<file path="config.mk">
export PLATFORM = sky130hd
export DESIGN_NAME = wb_arbiter
export DESIGN_NICKNAME = d
export VERILOG_FILES = /design/src/rtl/wb_arbiter.sv
export SDC_FILE = /design/constraint.sdc
export NUM_CORES = 1
export LEC_CHECK = 0
export BUFFER_PORTS_ARGS = -buffer_cell sky130_fd_sc_hd__clkbuf_2
export CAP_MARGIN = 20
export CORE_ASPECT_RATIO = 0.8
export CORE_UTILIZATION = 55
export CTS_CLUSTER_SIZE = 20
export DETAILED_ROUTE_END_ITERATION = 7
export PLACE_DENSITY = 0.82
export RECOVER_POWER = 100
export SYNTH_ARGS = -nofsm -noshare
export SYNTH_HDL_FRONTEND = slang
export SYNTH_SLANG_ARGS = --single-unit
</file>
<file path="constraint.sdc">
create_clock -name clk -period 5.6 [get_ports clk]
set_input_delay 0 -clock clk [delete_from_list [all_inputs] [get_ports clk]]
set_output_delay 0 -clock clk [all_outputs]
set_load 0.01 [all_outputs]
</file>
<file path="src/rtl/wb_arbiter.sv">
// rtl/wb_arbiter.sv - round-robin ALU/LSU writeback arbiter with outstanding-load scoreboard
// Drives the regfile's single registered write port and reports per-register pending loads.
module wb_arbiter #(
    parameter int XLEN = 32,
    parameter int NREG = 32,
    parameter int AW   = 5
) (
    input  logic            clk,
    input  logic            reset,
    input  logic            alu_valid,
    output logic            alu_ready,
    input  logic [AW-1:0]   alu_rd,
    input  logic [XLEN-1:0] alu_data,
    input  logic            lsu_valid,
    output logic            lsu_ready,
    input  logic [AW-1:0]   lsu_rd,
    input  logic [XLEN-1:0] lsu_data,
    input  logic            issue_valid,
    input  logic [AW-1:0]   issue_rd,
    output logic            issue_ready,
    input  logic [AW-1:0]   chk_addr1,
    input  logic [AW-1:0]   chk_addr2,
    output logic            chk_busy1,
    output logic            chk_busy2,
    output logic            reg_write_enable,
    output logic [AW-1:0]   write_addr,
    output logic [XLEN-1:0] write_data
);

    typedef enum logic {
        GRANT_ALU = 1'b0,
        GRANT_LSU = 1'b1
    } grant_e;

    grant_e          last_grant_q, last_grant_d;
    logic            wen_q, wen_d;
    logic            wsrc_lsu_q, wsrc_lsu_d;
    logic [AW-1:0]   waddr_q, waddr_d;
    logic [XLEN-1:0] wdata_q, wdata_d;
    logic [1:0]      cnt_q [NREG];
    logic [1:0]      cnt_d [NREG];

    logic            accept_alu;
    logic            accept_lsu;
    logic            dec_any;
    logic            inc_any;
    logic            dec_on_issue;

    // Round-robin only matters on conflict; an idle bus parks ready on the ALU.
    always_comb begin
        alu_ready    = 1'b1;
        lsu_ready    = 1'b0;
        last_grant_d = last_grant_q;
        if (alu_valid && lsu_valid) begin
            if (last_grant_q == GRANT_ALU) begin
                alu_ready    = 1'b0;
                lsu_ready    = 1'b1;
                last_grant_d = GRANT_LSU;
            end else begin
                alu_ready    = 1'b1;
                lsu_ready    = 1'b0;
                last_grant_d = GRANT_ALU;
            end
        end else if (lsu_valid) begin
            alu_ready = 1'b0;
            lsu_ready = 1'b1;
        end
    end

    assign accept_alu = alu_valid && alu_ready;
    assign accept_lsu = lsu_valid && lsu_ready;

    // Writes to x0 are consumed but never strobe the regfile; address/data then hold.
    always_comb begin
        wen_d      = 1'b0;
        wsrc_lsu_d = 1'b0;
        waddr_d    = waddr_q;
        wdata_d    = wdata_q;
        if (accept_lsu && (lsu_rd != '0)) begin
            wen_d      = 1'b1;
            wsrc_lsu_d = 1'b1;
            waddr_d    = lsu_rd;
            wdata_d    = lsu_data;
        end else if (accept_alu && (alu_rd != '0)) begin
            wen_d      = 1'b1;
            wsrc_lsu_d = 1'b0;
            waddr_d    = alu_rd;
            wdata_d    = alu_data;
        end
    end

    assign dec_any      = wen_q && wsrc_lsu_q;
    assign dec_on_issue = dec_any && (waddr_q == issue_rd);
    assign issue_ready  = (issue_rd == '0) || (cnt_q[issue_rd] != 2'd3) || dec_on_issue;
    assign inc_any      = issue_valid && issue_ready && (issue_rd != '0);

    always_comb begin
        for (int i = 0; i < NREG; i++) begin
            cnt_d[i] = cnt_q[i];
        end
        for (int i = 1; i < NREG; i++) begin
            if (inc_any && (issue_rd == AW'(i)) && !(dec_any && (waddr_q == AW'(i)))) begin
                cnt_d[i] = cnt_q[i] + 2'd1;
            end else if (dec_any && (waddr_q == AW'(i)) && !(inc_any && (issue_rd == AW'(i)))) begin
                if (cnt_q[i] != 2'd0) begin
                    cnt_d[i] = cnt_q[i] - 2'd1;
                end
            end
        end
        cnt_d[0] = 2'd0;
    end

    always_ff @(posedge clk) begin
        if (reset) begin
            last_grant_q <= GRANT_ALU;
            wen_q        <= 1'b0;
            wsrc_lsu_q   <= 1'b0;
            waddr_q      <= '0;
            wdata_q      <= '0;
            for (int i = 0; i < NREG; i++) begin
                cnt_q[i] <= 2'd0;
            end
        end else begin
            last_grant_q <= last_grant_d;
            wen_q        <= wen_d;
            wsrc_lsu_q   <= wsrc_lsu_d;
            waddr_q      <= waddr_d;
            wdata_q      <= wdata_d;
            for (int i = 0; i < NREG; i++) begin
                cnt_q[i] <= cnt_d[i];
            end
        end
    end

    assign chk_busy1        = (chk_addr1 != '0) && (cnt_q[chk_addr1] != 2'd0);
    assign chk_busy2        = (chk_addr2 != '0) && (cnt_q[chk_addr2] != 2'd0);
    assign reg_write_enable = wen_q;
    assign write_addr       = waddr_q;
    assign write_data       = wdata_q;

endmodule
</file>
==> reports/qor.yml <==
timing:
  whs_ps: -10.2
  timing.final.crit_share_pct: 65.7
  tightest_slew_ps: 2170
  setup_viol: 0
  slew_headroom_pct: -45.6
  rsz0062_at_grt: "false"
  clock_skew_ps: 10.8
  postLayoutSetupSlackWorst_ps: 1920
  period_needed_ps: 3680
  setup-tns-final_ps: 0
  fmaxAchievable_ghz: 0.272
  slew_violations: 22
  hold_viol: 1
yosys:
  synth_fp_nets: 987
  synth_cells: 862
  avgSynthCellArea_um2: 7.73
  yosysSeqAreaShare_pct: 30.6
  synth-seq-cells: 102
  async_flop_share_pct: 0
  synth_top_area_share_pct: 30.6
  synth_edf_count: 0
  ys_types: 48
  ys.flop_type: "dfxtp_1"
  yosys.area.top_type: "dfxtp_1"
  syn_area_um2: 6670
  synth.area.top_cells: "dfxtp_1 (31%), nor2_1 (7.5%), o21ai_0 (7.4%)"
  yosysWarnings: 0
cells_and_area:
  antenna_cells: 0
  multi_input_area_um2: 4380
  seqCellArea_um2: 2040
  area_growth_pct: 24.3
  layout.nets: 1165
  n_fill_cell: 899
  drive_above_1_share_pct: 12.9
clock_network:
  cts_tree: "done"
  cts-root-buf: "clkbuf_16"
  cts-htree-levels: 3
  cts.repair.resized: 0
  clk_pin_slew_worst_paths_ps: 80
  clock_latency_ps: 360
  numClockSinks: 102
  clockBufferDepth: 2
  cts_buffers: 9
placed_design:
  dp_slack_ps: 2770
  hpwlAfterDp_um: 12900
  gp_congestion: 0.921
  port_buffers: 136
grt:
  grt_pass1_wl_um: 33000
  antenna_found_initial: 0
  first_global_vias: 6793
  gr-max-usage-layer: "met2"
  grtUsageTotal_pct: 32.9
  grt_use_met3_pct: 6.53
  overflow: 0
  met2_usage_pct: 53.3
  grt_max_degree: 103
  met1_usage_pct: 42.0
setup_path:
  critPathLaunchType: "input pin"
  worst-path-max-fanout: 21
  reg2reg_depth: 6
  required_ps: 5900
  worstSetupEndpointType: "flip-flop"
  critPathArrivalTime_ps: 3980
  setup.worst_path.class: "input pin to flip-flop"
die:
  io_pins: 137
  dieArea_um2: 12600
  row_count: 35
  start_util_pct: 57.2
  dieHeight_um: 100
  coreArea_um2: 11600
  die_w_um: 125
routing:
  dr.pass1.iters: 8
  vias_per_cell: 6.04
  ant_nets: 0
  routed_wl_um: 20400
  drt_iter0_markers: 846
  route.detailed.wl_per_inst_um: 17.1
  num_vias: 7206
  drc: 0
outcome:
  violations: "negative hold slack, max-capacitance violations, max-slew violations"
  status: "complete, but fails checks"
pwr:
  peakVddDrop_v: 0.000151
  power_density_nw_per_um2: 208
  leakagePower_nw: 3.23
hold_path:
  hold_path_class: "input pin to flip-flop"
  hold_path_depth: 3
flow_run:
  drv_cap: 2
timing repair:
item / 4_1_cts / 5_1_grt
setup endpoints to repair: 0 / 0
setup buffers: 0 / 0
hold buffers: 66 / 0
hold endpoints to repair: 36 / 0
where the power goes:
group | switching, mW | internal (mW) | total (mW)
registers | 0.0215 | 0.751 | 0.772
logic | 0.168 | 0.136 | 0.304
clock network | 0.328 | 0.321 | 0.649
total | 0.518 | 1.21 | 1.73
worst paths after layout:
path / start / slack [ps] / endpoint
max: alu_rd[0] / 1920 / write_data[27]$_SDFFE_PP0P_
min: alu_data[29] / -10 / write_data[29]$_SDFFE_PP0P_
min reg2reg: write_data[3]$_SDFFE_PP0P_ / 490 / write_data[3]$_SDFFE_PP0P_
max reg2reg: last_grant_q$_SDFFE_PP0P_ / 2330 / write_data[27]$_SDFFE_PP0P_
cells by family (layout without fill, tap and decap cells):
| kind of cell | Yosys count | in the layout | synth area share (%) |
|---|---|---|---|
| buf+inv | 49 | 232 | 3.36 |
| fa+ha+maj | 31 | 31 | 5.82 |
| compound gates | 245 | 245 | 22.2 |
| simple gates | 384 | 384 | 27.8 |
| mux | 45 | 45 | 9.40 |
| flops | 102 | 102 | 30.6 |
| xor+xnor | 6 | 6 | 0.788 |
critical path, cell delays in order:
cell           delay, ps
clkbuf_1             100
or4_1                570
o211ai_1            1660
buf_4                570
mux2i_1              130
a211oi_1             310
dlygate4sd3_1        610
final cells by class:
class	instances	share of cell area [%]
Sequential cell	102	24.6
Multi-Input combinational cell	711	52.8
Tap cell	148	2.23
Clock inverter	7	1.04
Clock buffer	9	2.72
Inverter	11	0.498
Timing Repair Buffer	205	16.1
synthesized netlist by cell type (22+ instances only):
cell	number
nand2_1	88
o21ai_0	98
a21oi_1	70
nor2b_1	72
a211oi_1	29
clkbuf_1	23
nor2_1	133
dfxtp_1	102
nor3b_1	33
nand3_1	22
ha_1	31
mux2i_1	30
placed cells by master, fill, tap and decap left out, types with 8 or more instances in the layout:
| cell type | n |
|---|---|
| o211ai_1 | 12 |
| nand3_1 | 22 |
| clkbuf_1 | 44 |
| nor2_1 | 133 |
| mux4_2 | 14 |
| a211oi_2 | 8 |
| dfxtp_1 | 102 |
| inv_1 | 11 |
| nor3b_1 | 33 |
| o21ai_0 | 101 |
| clkbuf_2 | 91 |
| clkbuf_16 | 9 |
| nor3_1 | 20 |
| dlygate4sd3_1 | 66 |
| ha_1 | 31 |
| a21oi_1 | 70 |
| nor2b_1 | 72 |
| nand2_1 | 88 |
| mux2i_1 | 30 |
| a211oi_1 | 31 |
flip-flops by register name (all words and copies together), names as in the netlist:
signal,flops
write_data,32
last_grant_q,1
wsrc_lsu_q,1
reg_write_enable,1
cnt_q,62
write_addr,5
metrics by stage:
stage,instance area [um2],util (%),power [mW],std cells
floorplan,6670,-,0.942,862
global placement,7380,63.4,1.03,1110
detailed placement,7380,63.4,1.03,1110
CTS,8350,71.7,1.72,1192
global route,8290,71.1,1.78,1193
finish,8290,71.1,1.73,1193
metal layers:
| metal | share of wire [%] | vias up |
|---|---|---|
| met1 | 42 | 3333 |
| met5 | 0 | - |
| met3 | 8.7 | 76 |
| met4 | 4.1 | 0 |
| met2 | 45 | 347 |
| li1 | - | 3450 |
(Power assumes the default switching activity.)
